==> src/rtl/truth_table_extractor.sv <==
// Sweeps all input combinations of a small combinational block, captures its truth table,
// then streams the set minterm indices out over a valid/ready handshake.
module truth_table_extractor #(
    parameter int N_INPUTS      = 2,
    parameter int SETTLE_CYCLES = 2
) (
    input  logic                       clk,
    input  logic                       rst_n,
    input  logic                       start,
    output logic [N_INPUTS-1:0]        dut_in,
    input  logic                       dut_f,
    output logic                       busy,
    output logic [(1<<N_INPUTS)-1:0]   table_out,
    output logic [N_INPUTS:0]          minterm_count,
    output logic                       minterm_valid,
    input  logic                       minterm_ready,
    output logic [N_INPUTS-1:0]        minterm_idx,
    output logic                       minterm_last,
    output logic                       done
);

    localparam int TW = 1 << N_INPUTS;
    localparam int CW = (SETTLE_CYCLES > 1) ? $clog2(SETTLE_CYCLES) : 1;

    typedef enum logic [2:0] {
        S_IDLE,
        S_DRIVE,
        S_SAMPLE,
        S_EMIT,
        S_DONE
    } state_t;

    state_t              state_q, state_d;
    logic [N_INPUTS-1:0] idx_q, idx_d;
    logic [N_INPUTS-1:0] ptr_q, ptr_d;
    logic [CW-1:0]       cnt_q, cnt_d;
    logic [TW-1:0]       table_q, table_d;
    logic [N_INPUTS:0]   count_q, count_d;
    logic                above_set;

    always_ff @(posedge clk or negedge rst_n) begin
        if (!rst_n) begin
            state_q <= S_IDLE;
            idx_q   <= '0;
            ptr_q   <= '0;
            cnt_q   <= '0;
            table_q <= '0;
            count_q <= '0;
        end else begin
            state_q <= state_d;
            idx_q   <= idx_d;
            ptr_q   <= ptr_d;
            cnt_q   <= cnt_d;
            table_q <= table_d;
            count_q <= count_d;
        end
    end

    always_comb begin
        state_d = state_q;
        idx_d   = idx_q;
        ptr_d   = ptr_q;
        cnt_d   = cnt_q;
        table_d = table_q;
        count_d = count_q;
        done    = 1'b0;
        case (state_q)
            S_IDLE: begin
                if (start) begin
                    idx_d   = '0;
                    cnt_d   = '0;
                    table_d = '0;
                    count_d = '0;
                    state_d = S_DRIVE;
                end
            end
            S_DRIVE: begin
                if (cnt_q == CW'(SETTLE_CYCLES - 1)) begin
                    state_d = S_SAMPLE;
                end else begin
                    cnt_d = cnt_q + 1'b1;
                end
            end
            S_SAMPLE: begin
                table_d[idx_q] = dut_f;
                count_d        = count_q + (N_INPUTS + 1)'(dut_f);
                if (idx_q == '1) begin
                    ptr_d   = '0;
                    state_d = S_EMIT;
                end else begin
                    idx_d   = idx_q + 1'b1;
                    cnt_d   = '0;
                    state_d = S_DRIVE;
                end
            end
            S_EMIT: begin
                // Zero entries are skipped in one cycle; set entries wait for the consumer.
                if (!table_q[ptr_q] || minterm_ready) begin
                    if (ptr_q == '1) begin
                        state_d = S_DONE;
                    end else begin
                        ptr_d = ptr_q + 1'b1;
                    end
                end
            end
            S_DONE: begin
                done    = 1'b1;
                state_d = S_IDLE;
            end
            default: state_d = S_IDLE;
        endcase
    end

    always_comb begin
        above_set = 1'b0;
        for (int i = 0; i < TW; i++) begin
            if (table_q[i] && (i > int'(ptr_q))) above_set = 1'b1;
        end
    end

    assign busy          = (state_q != S_IDLE);
    assign dut_in        = (state_q == S_DRIVE || state_q == S_SAMPLE) ? idx_q : '0;
    assign table_out     = table_q;
    assign minterm_count = count_q;
    assign minterm_valid = (state_q == S_EMIT) && table_q[ptr_q];
    assign minterm_idx   = minterm_valid ? ptr_q : '0;
    assign minterm_last  = minterm_valid && !above_set;

endmodule

==> config.mk <==
export PLATFORM = sky130hd
export DESIGN_NAME = truth_table_extractor
export DESIGN_NICKNAME = d
export VERILOG_FILES = /design/src/rtl/truth_table_extractor.sv
export SDC_FILE = /design/constraint.sdc
export NUM_CORES = 1
export LEC_CHECK = 0
export BUFFER_PORTS_ARGS = -buffer_cell sky130_fd_sc_hd__buf_2
export CELL_PAD_IN_SITES_DETAIL_PLACEMENT = 0
export CELL_PAD_IN_SITES_GLOBAL_PLACEMENT = 1
export CORE_ASPECT_RATIO = 0.8
export CORE_MARGIN = 4
export CORE_UTILIZATION = 35
export CTS_BUF_LIST = sky130_fd_sc_hd__clkbuf_16
export CTS_CLUSTER_DIAMETER = 40
export DETAILED_ROUTE_END_ITERATION = 8
export GPL_TIMING_DRIVEN = 0
export MAX_ROUTING_LAYER = met4
export PLACE_DENSITY_LB_ADDON = 0.1
export SLEW_MARGIN = 15
export SYNTH_ARGS = -nofsm -noshare
export SYNTH_HDL_FRONTEND = slang
export SYNTH_SLANG_ARGS = --single-unit
export TNS_END_PERCENT = 10
==> constraint.sdc <==
create_clock -name clk -period 5.9 [get_ports clk]
set_clock_uncertainty 0.2 [all_clocks]
set_input_delay 0.885 -clock clk [delete_from_list [all_inputs] [get_ports clk]]
set_output_delay 0.885 -clock clk [all_outputs]
set_load 0.05 [all_outputs]
==> results.py, run 1 <==
metrics = {
    "global_route": {
        "grt_start_max_net_pins": 16,
        "track_usage_pct": 13.8,
        "antenna_found_initial": 0,
        "overflow": 0,
        "grt_pass1_vias": 808,
        "grt_pass1_wl_um": 3870,
    },
    "cells_and_area": {
        "area_growth_pct": 22.3,
        "diodes": 0,
        "utilization_pct": 44.3,
        "drive_gt1_share_pct": 29.2,
        "nNetsFinal": 135,
    },
    "worst_setup_path": {
        "cp.required_ps": 4820,
        "critPathKind": "flop to output port",
        "path_max_fanout": 7,
        "cp.arrival_ps": 1840,
        "r2r_cells": 4,
        "start_kind": "flop",
        "cp-end-kind": "output port",
    },
    "die": {
        "fp-row-count": 17,
        "initial_utilization_pct": 36.3,
        "die_x_um": 67.6,
        "pin_count": 20,
        "dieArea_um2": 3760,
        "die-height_um": 55.7,
        "core-area_um2": 2740,
    },
    "synth": {
        "synth_seq_cells": 15,
        "synth_area_per_cell_um2": 10.3,
        "synthFlopType": "dfrtp_1",
        "synth_area_leaders": "dfrtp_1, ha_1, a22o_1, inv_1, mux2_2",
        "synthCells": 97,
        "syn_nets": 111,
        "netlist_top_cells_count": "dfrtp_1, ha_1, inv_1, a22o_1, nand2_1",
        "yosysMostFrequentCell": "dfrtp_1",
        "seq_area_frac_synth_pct": 37.7,
        "synth_cell_types": 41,
        "async_flop_share_pct": 100,
        "synth_area_um2": 995,
        "yosysTopAreaCellShare_pct": 37.7,
        "synth_warnings": 0,
        "synth_edf_count": 0,
        "yosysTopAreaCell": "dfrtp_1",
    },
    "clock_tree": {
        "clkLatencyLatePin_ps": 240,
        "post-cts-setup-buffers": 0,
        "cts_inserted_buffers": 3,
        "ctsHtreeMaxLevel": 1,
        "cts_tree": "done",
        "cts_hold_buf": 0,
        "root_buffer": "clkbuf_16",
        "cts_buffer_depth": 2,
        "cts_resized": 0,
        "clock_sinks": 15,
        "cts.clk_slew.worst_paths_ps": 50,
    },
    "route": {
        "wl_per_cell_um": 14.2,
        "via_per_inst": 5.18,
        "drt_wl_total_um": 2250,
        "drc_errors": 0,
        "first_iter_violations": 42,
        "first_pass_iters": 4,
        "vias": 819,
        "drt.antenna.violating_nets": 0,
    },
    "timing": {
        "drv_slew": 0,
        "setup_viol": 0,
        "clock.fmax_mhz": 342,
        "fin_crit_sh_pct": 49.5,
        "rsz0062_at_grt": "no",
        "worstMarginPinSlew_ps": 654,
        "finalHoldViolCount": 0,
        "final.hold.worst_slack_ps": 319,
        "max_slew_margin_pct": 55.3,
        "setup-tns-final_ps": 0,
        "min_period_ps": 2920,
        "setup_ws_ps": 2980,
    },
    "power": {
        "peakVddDrop_mv": 0.281,
        "cellPowerDensity_nw_per_um2": 589,
        "p_leak_nw": 0.600,
    },
    "placement": {
        "hpwl_um": 1720,
        "dp_slack_ps": 3230,
        "gp_congestion": 0.774,
        "portBuffers": 19,
    },
    "min_path": {
        "worstHoldPathCells": 1,
        "hold_class": "flop to flop",
    },
    "run": {
        "drv_cap": 0,
    },
    "outcome": {
        "outcome": "finished, final reports clean",
    },
}
-- where the power goes --
group          switching (W)  total, W  internal [W]
logic               0.000258  0.000403      0.000145
registers          0.0000405  0.000183      0.000143
clock network      0.0000400  0.000130     0.0000897
total               0.000339  0.000716      0.000377
-- worst max-delay path, cell delays in order (launching register included) --
cell and delay, ps:
dfrtp_1 410, mux4_2 610, and2_2 240, and3_1 130, buf_2 200
-- cells in the final DEF, fill, tap and decap left out, types with 2 or more instances in the layout --
master	instances
buf_2	20
dfrtp_1	15
inv_1	10
ha_1	9
a22o_1	6
nand2_1	5
nor3_1	4
nor2_1	4
mux2_2	3
clkbuf_16	3
clkbuf_1	2
mux2i_1	2
a22oi_1	2
nand2b_1	2
o21ai_0	2
o22ai_1	2
nor3b_1	2
or3b_2	2
o221ai_1	2
-- sequential cells by signal, summed over array words and instances, names as in the netlist --
name           flops
table_out          4
state_q            3
cnt_q              1
ptr_q              2
idx_q              2
minterm_count      3
-- final timing paths --
kind,startpoint,slack [ps],to
max,ptr_q[0],2980,minterm_last
min,cnt_q,320,cnt_q
max reg2reg,ptr_q[1],3920,ptr_q[1]
min reg2reg,cnt_q,320,cnt_q
max in group asynchronous,rst_n,4890,table_out[2]
min in group asynchronous,rst_n,350,state_q[1]
-- cell type report --
class                           count  area [um2]
Multi-Input combinational cell     69         566
Inverter                            9        33.8
Sequential cell                    15         375
Clock buffer                        3        75.1
Clock inverter                      1        3.75
Buffer                              4        20.0
Tap cell                           38        47.5
Timing Repair Buffer               19        95.1
Fill cell                         279        1530
-- stage by stage --
stage | instances | power [W] | instance area, um2
after floorplan | 97 | 0.000500 | 995
after global placement | 154 | 0.000588 | 1140
after detailed placement | 154 | 0.000590 | 1140
after CTS | 158 | 0.000727 | 1220
after global routing | 158 | 0.000774 | 1220
final | 158 | 0.000716 | 1220
-- routing by layer --
layer | track usage (%) | up-vias | part of all wire [%]
met5 | - | - | 0
met1 | 20.7 | 394 | 52
met2 | 18.0 | 18 | 42
met4 | 2.60 | 0 | 0.62
met3 | 4.24 | 2 | 4.9
li1 | - | 405 | -
-- cells by family after synthesis --
family,Yosys count,share of synthesized area (%)
AOI/OAI and AO/OA,23,18.9
xor gates and xnor gates,1,0.881
adders and majority gates,9,11.3
buffers and inverters,13,5.41
DFF,15,37.7
muxes,6,7.67
and+or+nand+nor,30,18.1
Power figures use the tool's default switching activity.
==> run 2: changes to the inputs <==
clock period = 2.6 ns   (was 5.9 ns; I/O delays follow)
==> run 2 against run 1 <==
  * Cell area rose by 0.82%
  * First-iteration DRC count did not move
  * Die area did not move
  * Via count rose by 0.49%
  * Hold slack got worse by 77 ps
  * Critical endpoint unchanged
==> results.py, run 2 (same netlist as run 1, synthesis figures left out) <==
metrics = {
    "worst_setup_path": {
        "critPathKind": "flop to output port",
        "start_kind": "flop",
        "r2r_setup_slack_ps": 620,
        "path_max_fanout": 7,
        "cp-end-kind": "output port",
        "timing.rr.start": "ptr_q[1]",
        "cp.arrival_ps": 1840,
        "setup.worst_path.start": "ptr_q[0]",
        "cp.required_ps": 2010,
    },
    "die": {
        "initial_utilization_pct": 36.3,
        "dieArea_um2": 3760,
        "die_x_um": 67.6,
        "fp-row-count": 17,
        "core-area_um2": 2740,
        "die-height_um": 55.7,
        "pin_count": 20,
    },
    "cells_and_area": {
        "regArea_um2": 375,
        "area_growth_pct": 23.3,
        "nFillCells": 279,
        "nNetsFinal": 136,
        "final_common_cell": "buf_2",
        "mostFrequentLayoutCells": "buf_2, dfrtp_1, inv_1",
        "drive_gt1_share_pct": 28.9,
        "diodes": 0,
        "largest_reg_flops": 4,
        "multi_input_area_um2": 566,
        "fin_cells": 159,
    },
    "run": {
        "drv_cap": 0,
    },
    "global_route": {
        "grt_pass1_vias": 808,
        "grt_start_max_net_pins": 16,
        "grt_pass1_wl_um": 3870,
        "antenna_found_initial": 0,
        "track_usage_pct": 13.8,
        "overflow": 0,
    },
    "timing": {
        "finalHoldViolCount": 0,
        "rsz0062_at_grt": "no",
        "setup-tns-final_ps": 0,
        "max_slew_margin_pct": 55.3,
        "fin_crit_sh_pct": 93.3,
        "clock.fmax_mhz": 412,
        "worstMarginPinSlew_ps": 654,
        "drv_slew": 0,
        "min_period_ps": 2430,
        "setup_viol": 0,
    },
    "clock_tree": {
        "clock_sinks": 15,
        "cts_inserted_buffers": 3,
        "post-cts-setup-buffers": 0,
        "cts_buffer_depth": 2,
        "ctsHtreeMaxLevel": 1,
        "cts_hold_buf": 1,
        "clkLatencyLatePin_ps": 240,
        "cts_tree": "done",
        "cts_resized": 0,
        "cts.clk_slew.worst_paths_ps": 50,
        "root_buffer": "clkbuf_16",
    },
    "power": {
        "seq_power_share_pct": 25.5,
        "p_leak_nw": 0.604,
        "clockPowerShare_pct": 18.1,
        "p_sw_share_pct": 47.3,
        "p_comb_share_pct": 56.4,
        "cellPowerDensity_nw_per_um2": 1330,
        "power.switching_w": 0.000769,
        "p_int_w": 0.000857,
        "peakVddDrop_mv": 0.638,
        "fin_total_pwr_w": 0.00163,
    },
    "route": {
        "via_per_inst": 5.18,
        "wl_per_cell_um": 14.2,
        "vias": 823,
        "first_iter_violations": 42,
        "drt.antenna.violating_nets": 0,
        "drc_errors": 0,
        "drt_wl_total_um": 2250,
        "first_pass_iters": 4,
    },
    "placement": {
        "gp_congestion": 0.774,
        "hpwl_um": 1720,
        "dp_cells": 154,
        "portBuffers": 19,
    },
    "outcome": {
        "outcome": "finished, final reports clean",
    },
    "min_path": {
        "hold_class": "input port to flop",
        "min_from": "dut_f",
    },
}
[run 2: power groups by stage]
stage	Combinational, W	Clock (W)	Sequential (W)
after floorplan	0.000620	0	0.000515
after global placement	0.000914	0	0.000421
after detailed placement	0.000918	0	0.000421
after CTS	0.000925	0.000307	0.000419
after global routing	0.00101	0.000314	0.000436
final	0.000916	0.000294	0.000415
[run 2: area by class of cell]
cell class	instances	share of cell area, %
plain buffers	4	1.63
clock buffers	3	6.12
clock inverters	1	0.306
inverters	9	2.76
multi-input cells	69	46.1
flip-flops and latches	15	30.6
well taps	38	3.88
repair buffers	20	8.57
[run 2: stage by stage]
step	hold slack, ps	worst slack [ps]	utilization, %	cell area [um2]
6_report	243	174	44.7	1230
5_1_grt	277	109	44.7	1230
4_1_cts	244	156	44.7	1230
3_5_place_dp	128	421	41.5	1140
3_3_place_gp	129	422	41.5	1140
2_1_floorplan	-106	98.0	-	995
[run 2: routing by layer]
layer  vias to the layer above  wire, um  share of wire [%]  global-route usage [%]
met5                         -         0                  0                       -
met4                         0        14               0.62                    2.60
met3                         2       109                4.8                    4.24
met2                        18       955                 42                    18.0
met1                       396      1170                 52                    20.7
li1                        407         -                  -                       -
[run 2: final timing paths]
path,endpoint,cells past startpoint
min in group asynchronous,state_q[1],2
max in group asynchronous,table_out[2],2
worst min register to register,cnt_q,1
worst max-delay path,minterm_last,4
worst max register to register,ptr_q[1],4
worst min-delay path,table_out[3],2
[run 2: worst max-delay path, stage by stage (launching register included)]
cell     delay, ps
dfrtp_1        410
mux4_2         610
and2_2         240
and3_1         130
buf_2          200
==> run 3: changes to the inputs <==
MAX_ROUTING_LAYER = default   (was met4)
==> run 3 against run 2 <==
  * Cell area is the same
  * Fmax about the same
  * Cell count unchanged
  * Core utilization unchanged
  * Critical path depth stayed put
  * Largest cell class unchanged
  * Highest routed layer unchanged
==> results.py, run 3 (same netlist as run 1, synthesis figures left out) <==
metrics = {
    "die": {
        "initial_utilization_pct": 36.3,
        "fp-row-count": 17,
        "pin_count": 20,
        "core-area_um2": 2740,
        "die-height_um": 55.7,
        "die_x_um": 67.6,
        "dieArea_um2": 3760,
    },
    "timing": {
        "max_slew_margin_pct": 55.3,
        "fin_crit_sh_pct": 93.4,
        "clock.fmax_mhz": 412,
        "drv_slew": 0,
        "setup_viol": 0,
        "min_period_ps": 2430,
        "setup-tns-final_ps": 0,
        "worstMarginPinSlew_ps": 654,
        "finalHoldViolCount": 0,
        "rsz0062_at_grt": "no",
    },
    "route": {
        "drc_errors": 0,
        "drt.antenna.violating_nets": 0,
        "wl_met3_um": 109,
        "wl_met2_um": 952,
        "wl_per_cell_um": 14.2,
        "first_pass_iters": 4,
        "highest_layer": "met4",
        "via_per_inst": 5.17,
        "vias": 822,
        "first_iter_violations": 37,
        "drt_wl_total_um": 2250,
        "wl_met1_um": 1180,
    },
    "worst_setup_path": {
        "cp.arrival_ps": 1840,
        "timing.rr.start": "ptr_q[1]",
        "crit_path_end": "minterm_last",
        "cp-end-kind": "output port",
        "r2r-end": "ptr_q[1]",
        "critPathKind": "flop to output port",
        "setup.worst_path.start": "ptr_q[0]",
        "r2r_cells": 4,
        "r2r_setup_slack_ps": 630,
        "path_max_fanout": 7,
        "start_kind": "flop",
        "cp.required_ps": 2010,
    },
    "clock_tree": {
        "cts_inserted_buffers": 3,
        "cts_buffer_depth": 2,
        "cts_tree": "done",
        "cts.clk_slew.worst_paths_ps": 50,
        "clkLatencyLatePin_ps": 240,
        "ctsHtreeMaxLevel": 1,
        "root_buffer": "clkbuf_16",
        "clock_sinks": 15,
    },
    "cells_and_area": {
        "nFillCells": 279,
        "design_area_um2": 1230,
        "drive_gt1_share_pct": 28.9,
        "largest_reg_flops": 4,
        "mostFrequentLayoutCells": "buf_2, dfrtp_1, inv_1",
        "nNetsFinal": 136,
        "area_growth_pct": 23.3,
        "multi_input_area_um2": 566,
        "final_common_cell": "buf_2",
        "regArea_um2": 375,
        "diodes": 0,
    },
    "placement": {
        "hpwl_um": 1720,
        "portBuffers": 19,
        "gp_congestion": 0.764,
        "dpl_cell_area_um2": 1140,
    },
    "global_route": {
        "grt_start_max_net_pins": 16,
        "overflow": 0,
        "track_usage_pct": 13.4,
        "grt_pass1_wl_um": 3860,
        "antenna_found_initial": 0,
        "grt_pass1_vias": 809,
    },
    "power": {
        "cellPowerDensity_nw_per_um2": 1330,
        "p_leak_nw": 0.604,
        "peakVddDrop_mv": 0.638,
    },
    "run": {
        "drv_cap": 0,
    },
    "outcome": {
        "outcome": "finished, final reports clean",
    },
    "min_path": {
        "hold_class": "input port to flop",
    },
}
==> run 3: cell counts in the layout (fill, tap and decap cells not counted) <==
Identical to the previous run, type by type.
==> run 3: repair_timing <==
item                      4_1_cts  5_1_grt
hold endpoints to repair       15        0
resized for setup               0        0
hold buffers                    1        0
buffers inserted                0        0
==> run 3: report_power, final <==
part / internal, W / switching [W]
logic: 0.000330 / 0.000586
clock network: 0.000204 / 0.0000908
registers: 0.000323 / 0.0000920
==> run 3: metrics by stage <==
stage / total power (W) / utilization, % / std cells / setup WS, ps / hold WS (ps)
2_1_floorplan: 0.00113 / - / 97 / 98.0 / -106
3_3_place_gp: 0.00134 / 41.5 / 154 / 422 / 129
3_5_place_dp: 0.00134 / 41.5 / 154 / 421 / 128
4_1_cts: 0.00165 / 44.7 / 159 / 156 / 244
5_1_grt: 0.00176 / 44.7 / 159 / 109 / 277
6_report: 0.00163 / 44.7 / 159 / 173 / 243
==> run 3: worst min-delay path by stage <==
stage	startpoint	endpoint	slack (ps)	depth (start not counted)
after floorplan	rst_n	cnt_q	-110	0
after global placement	rst_n	ptr_q[1]	130	1
after detailed placement	rst_n	ptr_q[1]	130	1
after CTS	dut_f	table_out[3]	240	2
after global routing	dut_f	table_out[3]	280	2
final	dut_f	table_out[3]	240	2
==> run 3: area by class of cell <==
cell class	count	share of cell area (%)
buffer	4	1.63
clock buffer	3	6.12
clock inverter	1	0.306
inverter	9	2.76
multi-input combinational	69	46.1
sequential	15	30.6
tap	38	3.88
timing repair buffer	20	8.57
==> run 3: routing by layer <==
metal | GRT usage, % | vias up
met3 | 4.24 | 2
met5 | 0 | -
li1 | - | 407
met4 | 2.60 | 0
met1 | 20.6 | 395
met2 | 18.2 | 18
==> run 3: worst max-delay path, cell delays in order, from the launching register on <==
cell     delay [ps]
dfrtp_1         410
mux4_2          610
and2_2          240
and3_1          130
buf_2           200
